$ cat src/rtl/clk_monitor.sv
// Clock presence/frequency monitor: measures the half-periods of a divided clock sampled
// as data, locks after a run of in-window half-periods and latches a fault until cleared.
module clk_monitor #(
  parameter int unsigned EXPECT_HALF = 1,
  parameter int unsigned TOL         = 0,
  parameter int unsigned LOCK_CNT    = 4,
  parameter int unsigned CNT_W       = 8
) (
  input  logic             clk,
  input  logic             rst,
  input  logic             clock_in,
  input  logic             clear,
  output logic             rise,
  output logic             fall,
  output logic [CNT_W-1:0] half_len,
  output logic             locked,
  output logic             fault
);

  localparam int unsigned GOOD_W = ($clog2(LOCK_CNT + 1) < 1) ? 1 : $clog2(LOCK_CNT + 1);
  localparam logic [CNT_W-1:0] CNT_MAX = '1;

  typedef enum logic [1:0] {IDLE, MEASURE, LOCKED, FAULT} state_e;

  logic              s0_q, s1_q, s2_q;
  logic [CNT_W-1:0]  cnt_q, cnt_d;
  logic [CNT_W-1:0]  half_q, half_d;
  logic [GOOD_W-1:0] good_q, good_d, good_inc;
  state_e            state_q, state_d;
  logic              edge_det, in_win, timeout;

  assign edge_det = (s1_q & ~s2_q) | (~s1_q & s2_q);
  assign timeout  = (cnt_q == CNT_MAX) && !edge_det;
  assign good_inc = good_q + 1'b1;

  // Lower bound written as cnt+TOL >= EXPECT_HALF so a negative bound clamps to 0 naturally.
  assign in_win = (64'(cnt_q) + 64'(TOL) >= 64'(EXPECT_HALF)) &&
                  (64'(cnt_q) <= 64'(EXPECT_HALF) + 64'(TOL));

  always_comb begin
    cnt_d   = edge_det ? CNT_W'(1) : ((cnt_q == CNT_MAX) ? cnt_q : cnt_q + 1'b1);
    half_d  = edge_det ? cnt_q : half_q;
    state_d = state_q;
    good_d  = good_q;
    unique case (state_q)
      IDLE: begin
        if (edge_det) begin
          state_d = MEASURE;
          good_d  = '0;
        end else if (timeout) begin
          state_d = FAULT;
        end
      end
      MEASURE: begin
        if (edge_det) begin
          if (in_win) begin
            good_d = good_inc;
            if (32'(good_inc) == LOCK_CNT) state_d = LOCKED;
          end else begin
            good_d = '0;
          end
        end else if (timeout) begin
          state_d = FAULT;
        end
      end
      LOCKED: begin
        if ((edge_det && !in_win) || timeout) state_d = FAULT;
      end
      FAULT: begin
        if (clear) begin
          state_d = IDLE;
          good_d  = '0;
        end
      end
      default: state_d = IDLE;
    endcase
  end

  always_ff @(posedge clk or negedge rst) begin
    if (!rst) begin
      s0_q    <= 1'b0;
      s1_q    <= 1'b0;
      s2_q    <= 1'b0;
      cnt_q   <= '0;
      half_q  <= '0;
      good_q  <= '0;
      state_q <= IDLE;
    end else begin
      s0_q    <= clock_in;
      s1_q    <= s0_q;
      s2_q    <= s1_q;
      cnt_q   <= cnt_d;
      half_q  <= half_d;
      good_q  <= good_d;
      state_q <= state_d;
    end
  end

  assign rise     = s1_q & ~s2_q;
  assign fall     = ~s1_q & s2_q;
  assign half_len = half_q;
  assign locked   = (state_q == LOCKED);
  assign fault    = (state_q == FAULT);

endmodule

$ cat config.mk
export PLATFORM = sky130hd
export DESIGN_NAME = clk_monitor
export DESIGN_NICKNAME = d
export VERILOG_FILES = /design/src/rtl/clk_monitor.sv
export SDC_FILE = /design/constraint.sdc
export NUM_CORES = 1
export LEC_CHECK = 0
export BUFFER_PORTS_ARGS = -buffer_cell sky130_fd_sc_hd__buf_4
export CAP_MARGIN = 40
export CELL_PAD_IN_SITES_DETAIL_PLACEMENT = 1
export CELL_PAD_IN_SITES_GLOBAL_PLACEMENT = 2
export CORE_ASPECT_RATIO = 0.9
export CORE_MARGIN = 2
export CORE_UTILIZATION = 33
export CTS_BUF_LIST = sky130_fd_sc_hd__clkbuf_2
export DETAILED_ROUTE_END_ITERATION = 10
export PLACE_DENSITY = 0.72
export SETUP_SLACK_MARGIN = 0.4
export SLEW_MARGIN = 0
export SYNTH_ARGS = -nofsm -noshare
export SYNTH_HDL_FRONTEND = slang
export SYNTH_SLANG_ARGS = --single-unit
export TNS_END_PERCENT = 10
$ cat constraint.sdc
create_clock -name clk -period 1.6 [get_ports clk]
set_input_delay 0.16 -clock clk [delete_from_list [all_inputs] [get_ports clk]]
set_output_delay 0.16 -clock clk [all_outputs]
set_load 0.02 [all_outputs]
; Word-level counts from Yosys, hierarchy flattened
; Cells that the tools add are included.
[op_classes]
n_addsub = 2
n_lt_le_gt_ge = 2
eq_ne = 12
mux = 15
bitwise_logic = 5
reduce_logical = 10
[op_table]
columns = operator, count
row1 = $mux W8, 2
row2 = $mux W2, 7
row3 = $mux W3, 4
row4 = $pmux W3 S3, 1
row5 = $add A8 B1 Y8 const B, 1
row6 = $eq A8 B8 Y1 const B, 1
row7 = $ge A8 B1 Y1 const B, 1
row8 = $le A8 B1 Y1 const B, 1
row9 = $ne A2 B2 Y1 const B, 4
row10 = $pmux W2 S4, 1
row11 = $reduce_and A4 Y1, 2
row12 = $ne A3 B3 Y1 const B, 2
row13 = $eq A2 B2 Y1 const B, 2
row14 = $add A3 B1 Y3 const B, 1
row15 = $eq A3 B3 Y1 const B, 1
row16 = $logic_and A1 B1 Y1, 3
row17 = $reduce_bool A3 Y1, 1
row18 = $and A1 B1 Y1, 2
row19 = $eq A2 B1 Y1 const B, 1
row20 = $logic_not A1 Y1, 2
row21 = $logic_not A2 Y1, 1
row22 = $ne A2 B1 Y1 const B, 1
row23 = $not A1 Y1, 2
row24 = $logic_or A1 B1 Y1, 1
row25 = $or A1 B1 Y1, 1
[word_totals]
register_bits = 24
input_bits = 4
output_inout_bits = 12
elab_cells = 53

; Logic depth before layout (Yosys ltp)
; Gate-level depths: netlist of the first run.
[depth]
word_depth = 8
mapped_depth = 6
mapped_depth_nobuf = 5

; Least setup slack after synthesis of the first run
; Ideal clock, no wire load.
[synth_path]
path_type = register to register
startpoint = register cnt_q[0]
endpoint = register cnt_q[5]
setup_time_ns = 0.079
arrival_ns = 1.368
required_ns = 1.521
path_slack_ns = 0.152
path_stages_with_launch = 6
n_path_buf = 1
period_less_slack_ns = 1.448
cell_sequence = dfrtp_1 -> ha_1 -> and3_1 -> buf_6 -> a211oi_2 -> mux2i_1
[synth_between]
elab_chain_cells = 3
word_cells_on_any_way = 5
classes_between = add/sub: 1 / eq/ne: 2 / mux: 2
[synth_lines]
columns = element, line_no
row1 = from (decl), 26  ; logic [CNT_W-1:0] cnt_q, cnt_d;
row2 = from (signal assigned), 92  ; cnt_q <= cnt_d;
row3 = $add A8 B1 Y8, 41  ; cnt_d = edge_det ? CNT_W'(1) : ((cnt_q == CNT_MAX) ? cnt_q : cnt_q + 1'b1);
row4 = $mux W8 (2 in series), 41
; Parallel ways exist; a longest one is shown, timed or not. The select of a mux whose other input is x is not followed.
; A chain may end at the register's enable or synchronous reset.

; Worst setup path in the final report of the first run
[layout_path]
startpoint = register s2_q
endpoint = register state_q[0]
[layout_between]
elab_chain_cells = 8
word_cells_on_any_way = 16
classes_between = eq/ne: 3 / mux: 4 / bitwise: 4 / reduce/logical: 5
[layout_lines]
columns = element, line_no
row1 = from (decl), 25  ; logic s0_q, s1_q, s2_q;
row2 = from (signal assigned), 91  ; s2_q <= s1_q;
row3 = $not A1 Y1, 32  ; assign edge_det = (s1_q & ~s2_q) | (~s1_q & s2_q);
row4 = $and A1 B1 Y1, 32
row5 = $or A1 B1 Y1 (*), 32
row6 = $logic_not A1 Y1, 33  ; assign timeout = (cnt_q == CNT_MAX) && !edge_det;
row7 = $logic_and A1 B1 Y1, 33
row8 = $mux W2 or $logic_or A1 B1 Y1 (tied branches), n/a
row9 = "$mux W2, or another cell as far along", 55  ; if (edge_det) begin
row10 = $pmux W2 S4 or $reduce_and A4 Y1 (tied branches), n/a
row11 = to (signal assigned), 95  ; state_q <= state_d;
row12 = to (decl), 29  ; state_e state_q, state_d;
; Mark *: on every way between the ends. The rest lies on a longest branch, timed or not.

==> impl_metrics.csv, run 1 <==
group,metric,value,unit
clock_tree,clockBufferDepth,2,
outcome,run_status,"finished, final reports clean",
floorplanning,die-height,62.1,µm
sta,max_freq,0.697,GHz
yosys,postSynthCellCount,108,
clock_tree,clock_latency,0.34,ns
power_and_ir_drop,p_leak,0.663,nW
placement,portBuffers,15,
final_layout,diodes,0,
detailed_routing,detail_route.wl_per_cell,15.0,µm
clock_tree,cts_tree,"done",
hold_path,hold_class,"input port to flip-flop",
sta,report.final.slew_viol_count,0,
grt,track_usage,14.2,%
yosys,synthDistinctLibCells,39,
grt,grt_max_degree,25,
sta,slew-limit-headroom,79.8,%
grt,grt_pass1_wl,4360,µm
detailed_routing,avgViaCountPerCell,5.16,
sta,finalSetupTns,0,ns
sta,tightest_slew,0.298,ns
yosys,synth_top_area_share,48.6,%
worst_setup_path,cp-end-kind,"flip-flop",
yosys,syn_area,1240,µm²
worst_setup_path,worstPathArrival,1.71,ns
floorplanning,initial_utilization,33.8,%
clock_tree,cts.sinks,24,
yosys,synth-main-ff-cell,"dfrtp_1",
worst_setup_path,cp_data_required_time,1.87,ns
clock_tree,clk_pin_slew,0.21,ns
detailed_routing,drtAntennaViolNets,0,
clock_tree,root_buffer,"clkbuf_2",
yosys,synth_fp_nets,118,
worst_setup_path,critPathSlowestCell,"dfrtp_1",
floorplanning,ios,16,
yosys,ys_seq_elements,24,
floorplanning,core,3650,µm²
detailed_routing,firstDrtPassIters,4,
detailed_routing,routed-via-count,913,
worst_setup_path,cp-start-kind,"flip-flop",
placement,gp_congestion,0.723,
sta,finalSetupViolations,0,
detailed_routing,routed_wl,2660,µm
final_layout,layout-drive-gt1-share,35.1,%
yosys,ys.warnings.count,0,
power_and_ir_drop,ir_drop,0.467,mV
worst_setup_path,path_cells,"ha_4 > buf_12 > buf_4 > inv_8 > nor2_1 > a221oi_2",
power_and_ir_drop,power.density,950,nW/µm²
sta,hold_slack,0.170,ns
grt,overflow,0,
worst_setup_path,critPathMaxFanout,7,
clock_tree,numCtsBuffers,3,
power_and_ir_drop,total_power,0.00143,W
sta,skew,0.000623,ns
floorplanning,rows,21,
yosys,synth_enable_flop_cells,0,
grt,antenna_found_initial,0,
floorplanning,die_w,68.5,µm
yosys,async_reset_ff_share,100,%
final_layout,fin_nets,142,
detailed_routing,drt_iter0_markers,40,
final_layout,final_cell_mix,"dfrtp_1 (20), buf_4 (20), inv_1 (7), nand2_1 (5)",
detailed_routing,drc,0,
placement,dp_hpwl,1840,µm
sta,fin_crit_sh,89.6,%
sta,fin_crit,1.43,ns
yosys,avgSynthCellArea,11.4,µm²
sta,hold_violations,0,
clock_tree,htreeDepth,1,
job,maxCapViolations,0,
yosys,ys_seq_area_share,48.6,%
grt,grt_pass1_vias,932,
sta,rsz0062_at_grt,"true",
final_layout,syn_to_final_growth,21.7,%
worst_setup_path,setup.worst_path.class,"flip-flop to flip-flop",
worst_setup_path,cpPeakStageDelay,0.47,ns
yosys,synth_area_leader_cell,"dfrtp_1",
yosys,synth_area_leaders,"dfrtp_1 (49%), ha_1 (6.1%), mux2_2 (3.6%), buf_6 (2.7%), inv_1 (2.4%)",
floorplanning,die-area,4250,µm²
[through the flow]
stage               utilization (%)  cell area (µm²)  instances  worst slack (ns)
floorplan                         -             1260        108             0.245
global placement               38.1             1390        165             0.153
detailed placement             38.1             1390        165             0.104
CTS                            40.7             1490        177            0.0957
global route                   41.2             1500        177            0.0737
finish                         41.2             1500        177             0.166
[cell type report]
type,count,area (µm²)
clock inverters,1,3.75
inverters,9,41.3
flip-flops and latches,24,606
fillers,409,2150
multi-input cells,70,579
repair buffers,24,201
well taps,46,57.6
clock buffers,3,15.0
[what timing repair did]
action	4_1_cts	5_1_grt
gates resized for setup	2	6
hold buffers	2	0
buffers inserted	6	0
pin swaps	3	1
endpoints found under the setup margin	23	25
hold endpoints to repair	25	0
[power by group]
| group | total (W) | leakage, nW | internal, W | switching, W |
|---|---|---|---|---|
| combinational | 0.000415 | 0.342 | 0.000209 | 0.000206 |
| sequential | 0.000780 | 0.307 | 0.000686 | 0.0000940 |
| clock | 0.000234 | 0.0140 | 0.0000543 | 0.000179 |
| total | 0.00143 | 0.663 | 0.000950 | 0.000479 |
[cells in the mapped netlist, drive strengths merged, types with 2 or more instances]
| master | count |
|---|---|
| nand4 | 2 |
| ha | 6 |
| o21ai | 5 |
| mux2i | 2 |
| inv | 8 |
| nand3 | 4 |
| o22ai | 2 |
| nand2 | 6 |
| xnor2 | 2 |
| nor2 | 2 |
| a211oi | 2 |
| buf | 5 |
| a21oi | 3 |
| nor2b | 3 |
| mux2 | 6 |
| and2 | 2 |
| nor3 | 4 |
| nor4b | 2 |
| a31oi | 4 |
| and3 | 2 |
| dfrtp | 24 |
[flip-flops by register name (all words and copies together), names as in the netlist]
name      cells
cnt_q         8
half_len      8
good_q        3
state_q       2
s0_q          1
s1_q          1
s2_q          1
[cells by family after synthesis]
group,share of synthesized area [%]
and+or+nand+nor,16.6
DFF,48.6
AOI/OAI and AO/OA,12.0
buffers and inverters,8.20
muxes,7.08
adders and majority gates,6.07
xor gates and xnor gates,1.42
[final timing paths]
path / from / to / slack [ns] / cells past startpoint
min: clear / state_q[0]$_DFFE_PN0P_ / 0.17 / 3
max: s2_q$_DFF_PN0_ / state_q[0]$_DFFE_PN0P_ / 0.17 / 6
min in group asynchronous: rst / cnt_q[7]$_DFFE_PN0N_ / 0.22 / 2
max reg2reg: s2_q$_DFF_PN0_ / state_q[0]$_DFFE_PN0P_ / 0.17 / 6
min reg2reg: s0_q$_DFF_PN0_ / s1_q$_DFF_PN0_ / 0.39 / 0
max in group asynchronous: rst / cnt_q[2]$_DFFE_PN0N_ / 1.13 / 2
[layer usage]
layer | routed length [µm] | vias to the layer above | global-route usage, %
li1 | - | 431 | -
met1 | 1290 | 464 | 19.2
met3 | 66 | 5 | 2.16
met4 | 42 | 0 | 6.00
met5 | 0 | - | 0
met2 | 1250 | 13 | 22.9
[critical path: cells and delay by family (launching register included)]
family	cells	cell delay, ns
flip-flops	1	0.47
buffers and inverters	3	0.34
adder cells (fa/ha/maj)	1	0.26
AO/OA/AOI/OAI	1	0.25
AND/OR/NAND/NOR	1	0.05
No activity file was read; power rests on OpenSTA's default activity.
==> run 2, diff against run 1 <==
ABC_AREA = 1   (was unset)
CTS_CLUSTER_SIZE = 14   (was unset)
PLACE_DENSITY = 0.77   (was 0.72)
==> impl_metrics.csv, run 2 <==
group,metric,value,unit
outcome,run_status,"finished, final reports clean",
placement,portBuffers,15,
floorplanning,die-height,61.9,µm
placement,placed_area,1420,µm²
final_layout,fillers,425,
yosys,synthSimpleGateAreaFrac,24.5,%
detailed_routing,wl_met2,1360,µm
worst_setup_path,critPathTopFamily,"flip-flops",
worst_setup_path,cp-end-kind,"flip-flop",
final_layout,fin_nets,181,
sta,hold_violations,0,
yosys,synth_compound_area_share,12.4,%
detailed_routing,drc,0,
yosys,ys.warnings.count,0,
sta,hold_slack,0.144,ns
floorplanning,die-area,4220,µm²
grt,grt_pass1_vias,1009,
yosys,postSynthCellCount,136,
worst_setup_path,critPathMaxFanout,7,
clock_tree,cts_tree,"done",
detailed_routing,firstDrtPassIters,4,
grt,grt_max_degree,25,
sta,finalSetupTns,0,ns
yosys,synth-main-ff-cell,"dfrtp_1",
yosys,ys_seq_elements,24,
yosys,async_reset_ff_share,100,%
yosys,synth_top_area_share,48.9,%
yosys,synth_area_leader_cell,"dfrtp_1",
sta,finalSetupViolations,0,
yosys,muxShareOfSynthArea,0,%
sta,fin_crit,1.41,ns
yosys,synth_area_leaders,"dfrtp_1 (49%), nand2_1 (9.2%), ha_1 (6.1%), inv_1 (5.5%), o21ai_0 (4.1%)",
yosys,synth_enable_flop_cells,0,
clock_tree,root_buffer,"clkbuf_2",
worst_setup_path,path_cells,"inv_2 > ha_4 > buf_4 > inv_4 > o21ai_2 > nand3_2 > inv_2 > nor2_2 > nand2_1",
detailed_routing,highest_layer,"met4",
final_layout,diodes,0,
worst_setup_path,cp_num_buf_inv,4,
final_layout,layout-drive-gt1-share,40.8,%
detailed_routing,drt_iter0_markers,12,
detailed_routing,avgViaCountPerCell,4.56,
yosys,avgSynthCellArea,9.03,µm²
yosys,synth_top_family_by_area,"simple AND/OR/NAND/NOR gates",
final_layout,final_cell_area,1660,µm²
clock_tree,htreeDepth,1,
worst_setup_path,crit_top_cell,"inv_2",
final_layout,syn_to_final_growth,35.3,%
floorplanning,die_w,68.3,µm
detailed_routing,routed-via-count,981,
clock_tree,clk_pin_slew,0.22,ns
floorplanning,rows,21,
power_and_ir_drop,power.density,1110,nW/µm²
floorplanning,initial_utilization,33.6,%
final_layout,final_cell_mix,"nand2_1 (27), buf_4 (27), dfrtp_1 (20), inv_1 (15), o21ai_0 (10)",
sta,max_freq,0.711,GHz
yosys,synthXorXnorAreaFrac,0.714,%
sta,fin_crit_sh,87.9,%
floorplanning,core,3650,µm²
detailed_routing,detail_route.wl_per_cell,13.1,µm
clock_tree,cts.sinks,24,
detailed_routing,drtAntennaViolNets,0,
power_and_ir_drop,ir_drop,0.645,mV
floorplanning,ios,16,
sta,skew,0.00628,ns
sta,rsz0062_at_grt,"true",
sta,slew-limit-headroom,78.8,%
clock_tree,clock_latency,0.33,ns
grt,track_usage,14.3,%
placement,dp_hpwl,1960,µm
sta,tightest_slew,0.318,ns
detailed_routing,met3_length,76,µm
power_and_ir_drop,p_leak,0.784,nW
hold_path,hold_class,"input port to flip-flop",
yosys,synth_fp_nets,146,
yosys,synth_commonest_cells,"nand2_1 (30), dfrtp_1 (24), inv_1 (18)",
grt,grt_pass1_wl,4440,µm
job,maxCapViolations,0,
yosys,synth_fa_ha_area_share,6.12,%
grt,overflow,0,
worst_setup_path,setup.worst_path.class,"flip-flop to flip-flop",
clock_tree,numCtsBuffers,3,
worst_setup_path,critPathSlowestCell,"dfrtp_1",
detailed_routing,wl_met1,1370,µm
yosys,synth_most_common_cell,"nand2_1",
grt,antenna_found_initial,0,
placement,gp_congestion,0.733,
worst_setup_path,cpPeakStageDelay,0.43,ns
worst_setup_path,worstPathArrival,1.65,ns
worst_setup_path,cp_data_required_time,1.85,ns
worst_setup_path,cp-start-kind,"flip-flop",
clock_tree,clockBufferDepth,2,
yosys,syn_area,1230,µm²
sta,report.final.slew_viol_count,0,
yosys,synthDistinctLibCells,26,
detailed_routing,routed_wl,2820,µm
yosys,ys_seq_area_share,48.9,%
run 2: cell types whose count changed after synthesis, moves of 4 or more:
cell,delta
a21oi_2,+4
nand3_2,+4
mux2_2,-4
o21ai_0,+7
nor2_1,+6
nand2_1,+25
inv_1,+10
run 2: worst register-to-register path, stage by stage (launching register included):
cell and delay, ns:
dfrtp_1 0.43, inv_2 0.06, ha_4 0.27, buf_4 0.15
inv_4 0.10, o21ai_2 0.07, nand3_2 0.07, inv_2 0.05
nor2_2 0.06, nand2_1 0.06
run 2: final timing paths:
kind | start | to | slack (ns) | cells after the start
max | s1_q$_DFF_PN0_ | state_q[1]$_DFFE_PN0P_ | 0.19 | 9
min | clear | state_q[1]$_DFFE_PN0P_ | 0.14 | 4
max reg2reg | s1_q$_DFF_PN0_ | state_q[1]$_DFFE_PN0P_ | 0.19 | 9
min reg2reg | s0_q$_DFF_PN0_ | s1_q$_DFF_PN0_ | 0.41 | 0
max in group asynchronous | rst | state_q[0]$_DFFE_PN0P_ | 1.11 | 2
min in group asynchronous | rst | half_len[4]$_DFFE_PN0N_ | 0.23 | 2
run 2: power breakdown:
group	internal (W)	leakage [nW]	switching (W)
sequential	0.000694	0.310	0.000101
combinational	0.000371	0.462	0.000451
clock	0.0000510	0.0125	0.000174
total	0.00112	0.784	0.000727
run 2: logic make-up after synthesis:
logic type / after synthesis
AO/OA/AOI/OAI: 26
XOR/XNOR: 1
flip-flops: 24
adder cells (fa/ha/maj): 6
AND/OR/NAND/NOR: 56
buffers and inverters: 23
run 2: metrics by stage:
stage / util (%) / power, W / instances / setup WS [ns]
floorplan: - / 0.00118 / 136 / 0.352
global placement: 38.9 / 0.00135 / 196 / 0.242
detailed placement: 38.9 / 0.00137 / 196 / 0.140
CTS: 41.6 / 0.00168 / 209 / 0.159
global route: 45.5 / 0.00198 / 215 / 0.117
finish: 45.5 / 0.00184 / 215 / 0.194
run 2: repair_timing:
action                                  4_1_cts  5_1_grt
endpoints found under the setup margin       22       24
pin swaps                                     7        7
endpoints found under the hold margin        25        0
hold buffers                                  2        0
gates resized for setup                       1       26
setup buffers                                 8        6
run 2: final cells by class:
class / count / area (µm²) / area share [%]
inverter: 21 / 86.3 / 5.20
timing repair buffer: 32 / 260 / 15.7
multi-input combinational: 89 / 636 / 38.3
tap: 46 / 57.6 / 3.47
clock buffer: 3 / 15.0 / 0.904
sequential: 24 / 606 / 36.5
run 2: layer usage:
layer	GRT usage, %	vias to the layer above
met5	0	-
met4	2.57	0
met3	4.50	2
met2	24.1	10
met1	18.5	463
li1	-	506
==> run 3, diff against run 2 <==
CELL_PAD_IN_SITES_DETAIL_PLACEMENT = unset   (was 1)
CELL_PAD_IN_SITES_GLOBAL_PLACEMENT = unset   (was 2)
PLACE_DENSITY = 0.52   (was 0.77)
==> impl_metrics.csv, run 3 (same netlist as run 2, synthesis figures left out) <==
group,metric,value,unit
outcome,run_status,"finished, final reports clean",
final_layout,syn_to_final_growth,35.9,%
placement,portBuffers,15,
detailed_routing,drtAntennaViolNets,0,
worst_setup_path,crit-reg2reg-launch,"cnt_q[0]$_DFFE_PN0N_",
grt,antenna_found_initial,0,
clock_tree,htreeDepth,1,
worst_setup_path,cpPeakStageDelay,0.45,ns
worst_setup_path,cp_num_cells,4,
floorplanning,rows,21,
power_and_ir_drop,total_power,0.00177,W
final_layout,fillers,369,
final_layout,final_common_cell,"buf_4",
worst_setup_path,worstPathArrival,1.21,ns
clock_tree,cts.sinks,24,
worst_setup_path,critPathMaxFanout,3,
final_layout,regArea,603,µm²
final_layout,final_cell_mix,"buf_4 (31), nand2_1 (26), dfrtp_1 (22), inv_1 (15), o21ai_0 (10)",
worst_setup_path,critPathSlowestCell,"dfrtp_1",
worst_setup_path,r2r_cells,8,
worst_setup_path,cp_data_required_time,1.44,ns
detailed_routing,routed-via-count,1007,
clock_tree,clk_pin_slew,0.23,ns
sta,slew-limit-headroom,79.3,%
floorplanning,die-area,4220,µm²
floorplanning,initial_utilization,33.6,%
worst_setup_path,reg2reg_slack,0.23,ns
sta,rsz0062_at_grt,"true",
worst_setup_path,cp_num_buf_inv,3,
clock_tree,clock_latency,0.35,ns
placement,gp_congestion,0.771,
power_and_ir_drop,p_leak,0.796,nW
worst_setup_path,critPathTopFamily,"flip-flops",
detailed_routing,routed_wl,2570,µm
worst_setup_path,setup.worst_path.class,"flip-flop to primary output",
detailed_routing,detail_route.wl_per_cell,11.7,µm
detailed_routing,drt_iter0_markers,22,
grt,grt_max_degree,25,
sta,final.setup.worst_slack,0.233,ns
sta,hold_slack,0.117,ns
floorplanning,core,3650,µm²
placement,dp_hpwl,1630,µm
detailed_routing,avgViaCountPerCell,4.58,
worst_setup_path,path_cells,"inv_1 > nand2_1 > inv_2 > buf_4",
sta,skew,0.0103,ns
final_layout,fin_nets,185,
final_layout,multi_input_area,618,µm²
clock_tree,cts_tree,"done",
grt,track_usage,13.4,%
clock_tree,numCtsBuffers,3,
worst_setup_path,worstSetupEndpoint,"locked",
worst_setup_path,startpoint,"state_q[0]$_DFFE_PN0P_",
final_layout,layout-drive-gt1-share,40.2,%
sta,hold_violations,0,
floorplanning,die-height,61.9,µm
floorplanning,ios,16,
grt,overflow,0,
clock_tree,clockBufferDepth,2,
sta,fin_crit,1.37,ns
sta,max_freq,0.731,GHz
sta,finalSetupViolations,0,
power_and_ir_drop,ir_drop,0.542,mV
worst_setup_path,r2r_end,"cnt_q[7]$_DFFE_PN0N_",
final_layout,diodes,0,
job,maxCapViolations,0,
worst_setup_path,cp-end-kind,"primary output",
floorplanning,die_w,68.3,µm
hold_path,hold_class,"input port to flip-flop",
grt,grt_pass1_vias,982,
sta,finalSetupTns,0,ns
worst_setup_path,cp-start-kind,"flip-flop",
sta,fin_crit_sh,85.5,%
detailed_routing,firstDrtPassIters,4,
sta,report.final.slew_viol_count,0,
clock_tree,root_buffer,"clkbuf_2",
sta,tightest_slew,0.310,ns
power_and_ir_drop,power.density,1060,nW/µm²
grt,grt_pass1_wl,4200,µm
placement,place_ws,0.135,ns
detailed_routing,drc,0,
## run 3: cell count changes in the layout (fill, tap and decap cells not counted), sizes merged
cell    change
buf         +4
clkinv      +1
## run 3: cell type report
cell class,count,share of cell area (%)
multi-input cells,89,37.1
flip-flops and latches,24,36.2
repair buffers,36,17.2
inverters,21,5.03
well taps,46,3.45
clock buffers,3,0.900
clock inverters,1,0.225
## run 3: how the worst min path moves through the flow
stage / startpoint / end / slack, ns / cells past startpoint
floorplan: rst / cnt_q[0]$_DFFE_PN0N_ / -0.14 / 0
global placement: rst / half_len[1]$_DFFE_PN0N_ / 0.08 / 1
detailed placement: rst / half_len[1]$_DFFE_PN0N_ / 0.08 / 1
CTS: clear / state_q[1]$_DFFE_PN0P_ / 0.12 / 4
global route: clear / state_q[1]$_DFFE_PN0P_ / 0.12 / 4
finish: clear / state_q[1]$_DFFE_PN0P_ / 0.12 / 4
## run 3: metal layers
layer | global-route usage, % | routed length [µm] | vias to the layer above
met5 | 0 | 0 | -
met4 | 6.29 | 41 | 0
met3 | 1.62 | 56 | 5
met2 | 22.1 | 1300 | 10
met1 | 17.8 | 1180 | 477
li1 | - | - | 515
## run 3: report_power, final
part / switching (W) / internal [W]
registers: 0.0000795 / 0.000689
logic: 0.000410 / 0.000346
clock network: 0.000190 / 0.0000543
total: 0.000679 / 0.00109
## run 3: timing repair
item,CTS,global route
gates resized for setup,11,8
hold endpoints to repair,25,0
pin swaps,8,9
buffers inserted,13,6
hold buffers,2,0
endpoints found under the setup margin,18,25
## run 3: per-stage QoR
stage / utilization [%] / std cells / cell area (µm²)
floorplan: - / 136 / 1250
global placement: 38.7 / 195 / 1410
detailed placement: 38.7 / 195 / 1410
CTS: 43.8 / 214 / 1600
global route: 45.7 / 220 / 1670
finish: 45.7 / 220 / 1670
## run 3: worst min-delay path, stage by stage
cell     delay (ns)
buf_4          0.08
nor2_1         0.07
nor2_2         0.11
nand2_1        0.06
